[src/rtl/mult_fu_stage.sv]
// mult_fu_stage: pipelined 32x32 multiplier functional unit (RV32M MUL/MULH/MULHSU/MULHU).
//
// Operands are extended to 64 bits at issue. The product is accumulated one
// multiplier slice of W = 64/MULT_STAGES bits per stage. A final output
// register holds the result until the complete stage takes it.
//
// Handshake: a packet is accepted at a rising edge when fu_pkt_in.valid and
// fu_ready are both 1. The output retires at an edge where fu_c_pkt.valid is 1
// and complete_stall is 0. fu_ready = advance = !(output valid && complete_stall).
// It is forced low while rst is high. When advance is 0, the whole pipe holds.
//
// Ports:
//   clk, rst          clock, asynchronous active-high reset
//   fu_pkt_in         issue packet (ISSUE_FU_PACKET)
//   complete_stall    complete stage refuses the result this cycle
//   squash            branch-recovery flush (honoured only with MULT_FU_SQUASH_EN)
//   fu_ready          this FU can accept a packet this cycle
//   want_to_complete  result available (equals fu_c_pkt.valid)
//   fu_c_pkt          result packet (FU_COMPLETE_PACKET), all-zero when invalid
//
// Optional feature macro: MULT_FU_SQUASH_EN. When it is defined, squash clears
// every valid bit, and squash has priority over complete_stall.

package mult_fu_pkg;
  typedef enum logic [1:0] {
    MUL    = 2'd0,
    MULH   = 2'd1,
    MULHSU = 2'd2,
    MULHU  = 2'd3
  } mult_func_t;

  typedef struct packed {
    logic        valid;
    logic [31:0] PC;
    logic [31:0] rs1_value;
    logic [31:0] rs2_value;
    logic [5:0]  dest_pr;
    logic [4:0]  rob_entry;
    mult_func_t  mult_func;
  } ISSUE_FU_PACKET;

  typedef struct packed {
    logic        valid;
    logic [31:0] PC;
    logic [5:0]  dest_pr;
    logic [4:0]  rob_entry;
    logic [31:0] dest_value;
  } FU_COMPLETE_PACKET;
endpackage

module mult_fu_stage
  import mult_fu_pkg::*;
#(
  parameter int MULT_STAGES = 4
) (
  input  logic              clk,
  input  logic              rst,
  input  ISSUE_FU_PACKET    fu_pkt_in,
  input  logic              complete_stall,
  input  logic              squash,
  output logic              fu_ready,
  output logic              want_to_complete,
  output FU_COMPLETE_PACKET fu_c_pkt
);

  localparam int W = 64 / MULT_STAGES;

  // acc holds the sum of partial products for slices 0..k after stage k.
  typedef struct packed {
    logic        valid;
    logic [31:0] PC;
    logic [5:0]  dest_pr;
    logic [4:0]  rob_entry;
    mult_func_t  func;
    logic [63:0] mcand;
    logic [63:0] mplier;
    logic [63:0] acc;
  } stage_t;

  stage_t            stage_q [MULT_STAGES];
  stage_t            stage_d [MULT_STAGES];
  FU_COMPLETE_PACKET out_q;
  FU_COMPLETE_PACKET out_d;
  logic              advance;
  logic [63:0]       in_mcand;
  logic [63:0]       in_mplier;

  assign advance          = !(out_q.valid && complete_stall);
  assign fu_ready         = advance && !rst;
  assign want_to_complete = out_q.valid;
  assign fu_c_pkt         = out_q;

  function automatic logic [63:0] extend(input logic [31:0] v, input logic sgn);
    return {{32{sgn & v[31]}}, v};
  endfunction

  // rs1 is signed for MULH/MULHSU. rs2 is signed only for MULH.
  always_comb begin
    in_mcand  = extend(fu_pkt_in.rs1_value,
                       (fu_pkt_in.mult_func == MULH) || (fu_pkt_in.mult_func == MULHSU));
    in_mplier = extend(fu_pkt_in.rs2_value, fu_pkt_in.mult_func == MULH);
  end

  // Next-state values for every stage. Stage 0 folds in the lowest slice at issue.
  // Later stages add their own slice, shifted into position. Bubbles flow through
  // unchanged apart from the (irrelevant) accumulator update.
  always_comb begin
    stage_d[0]           = '0;
    stage_d[0].valid     = fu_pkt_in.valid;
    stage_d[0].PC        = fu_pkt_in.PC;
    stage_d[0].dest_pr   = fu_pkt_in.dest_pr;
    stage_d[0].rob_entry = fu_pkt_in.rob_entry;
    stage_d[0].func      = fu_pkt_in.mult_func;
    stage_d[0].mcand     = in_mcand;
    stage_d[0].mplier    = in_mplier;
    stage_d[0].acc       = in_mcand * 64'(in_mplier[W-1:0]);
    for (int k = 1; k < MULT_STAGES; k++) begin
      stage_d[k]     = stage_q[k-1];
      stage_d[k].acc = stage_q[k-1].acc +
                       ((stage_q[k-1].mcand * 64'(stage_q[k-1].mplier[k*W +: W])) << (k*W));
    end
  end

  // Output register content. A bubble in the last stage produces an all-zero packet.
  always_comb begin
    out_d = '0;
    if (stage_q[MULT_STAGES-1].valid) begin
      out_d.valid      = 1'b1;
      out_d.PC         = stage_q[MULT_STAGES-1].PC;
      out_d.dest_pr    = stage_q[MULT_STAGES-1].dest_pr;
      out_d.rob_entry  = stage_q[MULT_STAGES-1].rob_entry;
      out_d.dest_value = (stage_q[MULT_STAGES-1].func == MUL) ?
                         stage_q[MULT_STAGES-1].acc[31:0] :
                         stage_q[MULT_STAGES-1].acc[63:32];
    end
  end

`ifndef MULT_FU_SQUASH_EN
  logic squash_unused;
  assign squash_unused = squash;
`endif

  always_ff @(posedge clk or posedge rst) begin
    if (rst) begin
      for (int k = 0; k < MULT_STAGES; k++) begin
        stage_q[k] <= '0;
      end
      out_q <= '0;
    end
`ifdef MULT_FU_SQUASH_EN
    else if (squash) begin
      for (int k = 0; k < MULT_STAGES; k++) begin
        stage_q[k].valid <= 1'b0;
      end
      out_q <= '0;
    end
`endif
    else if (advance) begin
      for (int k = 0; k < MULT_STAGES; k++) begin
        stage_q[k] <= stage_d[k];
      end
      out_q <= out_d;
    end
  end

endmodule

[config.mk]
export PLATFORM = sky130hd
export DESIGN_NAME = mult_fu_stage
export DESIGN_NICKNAME = d
export VERILOG_FILES = /design/src/rtl/mult_fu_stage.sv
export SDC_FILE = /design/constraint.sdc
export NUM_CORES = 2
export LEC_CHECK = 0
export ABC_AREA = 0
export BUFFER_PORTS_ARGS = -buffer_cell sky130_fd_sc_hd__buf_4
export CELL_PAD_IN_SITES_DETAIL_PLACEMENT = 0
export CELL_PAD_IN_SITES_GLOBAL_PLACEMENT = 2
export CORE_ASPECT_RATIO = 1.25
export CORE_UTILIZATION = 42
export CTS_BUF_LIST = sky130_fd_sc_hd__clkbuf_8
export CTS_CLUSTER_SIZE = 25
export DETAILED_ROUTE_END_ITERATION = 7
export PLACE_DENSITY = 0.86
export SYNTH_ARGS = -nofsm -noshare
export SYNTH_HDL_FRONTEND = slang
export SYNTH_SLANG_ARGS = --single-unit
[constraint.sdc]
create_clock -name clk -period 26.5 [get_ports clk]
set_input_delay 2.65 -clock clk [delete_from_list [all_inputs] [get_ports clk]]
set_output_delay 2.65 -clock clk [all_outputs]
set_load 0.05 [all_outputs]
Word-level counts from Yosys, hierarchy flattened:

Cells that the tools add are included.

* $add $sub $neg: 3
* multipliers: 4
* eq/ne operators: 2
* muxes and demuxes: 2
* bitwise gates (word level): 2
* reductions and logical operators: 6

Operator list (number)
* 64-bit adder: 3
* 76-bit two-way mux: 1
* 64-bit by 16-bit multiplier with 16-bit output: 1
* 64-bit by 16-bit multiplier with 32-bit output: 1
* 33-bit by 17-bit multiplier with 50-bit output: 1
* 33-bit by 17-bit multiplier with 48-bit output: 1
* 32-bit two-way mux: 1
* 1-bit bitwise AND: 2
* 2-bit by 1-bit == test with 1-bit output (second input constant): 1
* 2-bit == test (second input constant): 1
* 1-bit logical AND: 2
* 1-bit zero test: 2
* 2-bit zero test: 1
* 1-bit logical OR: 1

* bits in registers: 714
* input port bits: 114
* output and inout bits: 78

Logic depth before layout (Yosys ltp):

* depth after elaboration: 4
* mapped depth: 37
* mapped depth without buffers: 35

Least setup slack after synthesis:

Ideal clock, no wire load.

* path type: input-to-reg
* from: input fu_pkt_in[1] (netlist name)
* to: register stage_q[776] (netlist name)
* setup time: 0.137 ns
* arrival time: 8.793 ns
* data required time: 26.363 ns
* path slack: 17.570 ns
* cell stages on the path: 26
* path buffers: 1
* cells stage by stage: inv_1 -> ha_1 -> nor2b_1 -> clkbuf_1 -> nand2_1 -> inv_1 -> fa_1 -> fa_1 -> inv_1 -> fa_1 -> fa_1 -> fa_1 -> inv_1 -> fa_1 -> ha_1 -> a21o_1 -> a21o_1 -> a21oi_1 -> o21ai_0 -> a2111oi_0 -> o22ai_1 -> o2111ai_1 -> nand3_1 -> a31oi_1 -> xnor2_1 -> a21oi_1

* cells in the longest elaborated chain, start to end: 4
* elaborated cells on any way between the ends: 5
* those cells by class: 1 x mul; 2 x eq/ne; 1 x bitwise; 1 x reduce/logical

Ends and longest elaborated chain
* start: declaration: RTL line 58 `input ISSUE_FU_PACKET fu_pkt_in,`
* 2-bit by 1-bit == test with 1-bit output / 2-bit == test (equally long branches): RTL line 100 `(fu_pkt_in.mult_func == MULH) || (fu_pkt_in.mult_func == MULHSU));`
* 1-bit logical OR *: RTL line 100
* 1-bit bitwise AND *: RTL line 94 `return {{32{sgn & v[31]}}, v};`
* 33-bit by 17-bit multiplier with 50-bit output *: RTL line 116 `stage_d[0].acc = in_mcand * 64'(in_mplier[W-1:0]);`
* end signal: indexed assignment: RTL line 160 `stage_q[k] <= stage_d[k];`
* end: declaration: RTL line 80 `stage_t stage_q [MULT_STAGES];`

Mark *: on every way between the ends. The rest lies on a longest branch, timed or not.
A chain may end at the register's enable or synchronous reset.

Final worst setup path:

* from: register stage_q, in the netlist stage_d[614]
* to: register stage_q[539] (netlist name)

* cells in the longest elaborated chain, start to end: 2

Ends and longest elaborated chain
* 33-bit by 17-bit multiplier with 48-bit output: RTL line 120 `((stage_q[k-1].mcand * 64'(stage_q[k-1].mplier[k*W +: W])) << (k*W));`
* 64-bit adder: RTL line 119 `stage_d[k].acc = stage_q[k-1].acc +`

No other way between the ends.

==> metrics.cfg <==
[outcome]
outcome=complete, no violations

[global_route]
grt_pass1_wl_mm=309
antenna_found_initial=2
grt_pass1_vias=56500
grt.overflow.total=0
grt_start_max_net_pins=198
grt.total_usage=0.225

[sta]
hold_viol_final=0
fmax_mhz=102
rsz0062_at_grt=false
fin_ws_ps=16720
worst_pin_slew_ps=1190
fin_crit_sh=0.369
min_period_ps=9780
slew_viol_final=0
clock_skew_ps=74.2
setup_violations=0
slew_headroom=0.206
tns_ps=0

[cells_and_area]
mostFrequentLayoutCells=2102 x nand2_1, 1596 x inv_1, 1265 x fa_1, 592 x dfrtp_1, 440 x and2_1
layout_commonest_cell=nand2_1
syn_to_final_growth_pct=7.54
fill_cells=17000
stdcell_area_um2=78000
drive_gt1_frac=0.0491
nets=9945
stdcell_count=10500

[routing]
first_pass_iters=7
vias_per_cell=5.00
wirelength_mm=190
num_vias=52200
drc_errors=0
highest-signal-layer=met4
antenna_left=0
wl_met1_mm=83.7
wl_per_cell_um=18.2
first_iter_violations=2749
dr_wl_met2_mm=94.3
wl_met3_mm=7.29

[synthesis]
synth_area_um2=72500
synth_edf_count=0
ys_types=75
synth-seq-cells=602
yosysTopAreaCell=fa_1
syn_inst=8147
ys_seq_area_frac=0.208
async_reset_ff_frac=1.00
syn_nets=9953
yosys_warnings=0
netlist_top_cells_area=fa_1 35%, dfrtp_1 21%, nand2_1 11%, inv_1 8.1%, ha_1 7.4%
synthDominantCellAreaShare=0.349
syn_avg_cell_area_um2=8.90
ys.flop_type=dfrtp_1

[hold_path]
hold_class=flop to flop

[worst_setup_path]
path_delay_family=adder cells
crit_type=flop to flop
critPathBufInv=4
worstPathMaxFanout=18
critPathLaunch=stage_d[614]
r2r-end=stage_q[539]
crit_required_ps=27200
r2r-start=stage_d[614]
endpoint=stage_q[539]
end_kind=flop
crit_top_cell=fa_1
cp_slowest_cell=dfrtp_1
cp.arrival_ps=10480
start_kind=flop
path_depth=32
ff2ff_path_depth=32
reg2reg_slack_ps=16720
slowest_delay_ps=980

[clock_tree]
root_buffer=clkbuf_8
numCtsBuffers=98
clk_path_buf_depth=3
holdBufCountCts=0
clk_pin_slew_ps=60
cts_tree=built
htree_levels=3
post_cts_buffers=0
cts_resized=0
clock_latency_ps=840
numClockSinks=602

[die]
start_util=0.423
core_area_um2=172000
die_h_um=467
die_area_um2=174000
io_pins=192
die_w_um=374
rows=170

[placement]
gp_congestion=0.907
dpl_cell_area_um2=75900
dpl.hpwl_mm=146
dp_slack_ps=16540
dp_cells=10300
port_buffers=190

[job]
maxCapViolCount=0

[per-layer routing]
layer,up-vias,GRT usage
met3,322,0.0206
li1,24300,-
met5,-,0
met1,26500,0.296
met2,1073,0.395
met4,0,0.0610
[layout make-up]
type,count,area (um2),area share
Multi-Input combinational cell,5644,50300,0.645
Sequential cell,602,15100,0.193
Inverter,1563,5870,0.0753
Tap cell,2236,2800,0.0359
Timing Repair Buffer,230,1760,0.0226
Clock buffer,121,1670,0.0214
Clock inverter,52,469,0.00602
Antenna cell,4,10.0,0.000128
[tightest hold or removal path: stages (launching register included)]
cell	delay, ps
dfrtp_1	340
nand2_1	50
nand2_1	50
[worst min-delay path by stage]
stage	start	end	slack, ps	cells past startpoint
2_1_floorplan	stage_d[128]	stage_d[128]	430	2
3_3_place_gp	stage_d[387]	stage_d[387]	440	2
3_5_place_dp	stage_d[136]	stage_d[136]	450	2
4_1_cts	stage_q[249]	stage_q[11]	450	2
5_1_grt	stage_d[470]	stage_d[470]	480	2
6_report	stage_q[257]	stage_q[19]	450	2
[synthesized netlist by cell type (all sizes together) (85+ instances only)]
library cell  count
a21oi           250
dfrtp           602
xnor2           182
fa             1265
nand2          2103
a21o             85
nor2            188
o21ai           186
and2            441
ha              427
clkbuf          334
inv            1563
[through the flow]
stage          utilization  hold slack (ps)
3_3_place_gp         0.442              442
5_1_grt              0.454              481
3_5_place_dp         0.442              450
2_1_floorplan            -              430
6_report             0.454              449
4_1_cts              0.454              450
[state kept, by name, indices dropped and copies added (netlist names)]
signal,cells
want_to_complete,1
stage_d,238
fu_c_pkt,75
stage_q,288
[cells by family (layout without fill, tap and decap cells)]
group | after synthesis | in the layout | synth area share
AND/OR/NAND/NOR | 2942 | 2942 | 0.173
AO/OA/AOI/OAI | 719 | 719 | 0.0619
XOR/XNOR | 258 | 258 | 0.0312
other | 0 | 4 | 0
multiplexers | 33 | 33 | 0.00455
flip-flops | 602 | 602 | 0.208
adder cells (fa/ha/maj) | 1692 | 1692 | 0.423
buffers and inverters | 1901 | 1966 | 0.0985
Power is left out: the tool's default activity adds up to more than one toggle a clock period on the data nets, which glitch-free logic cannot reach.
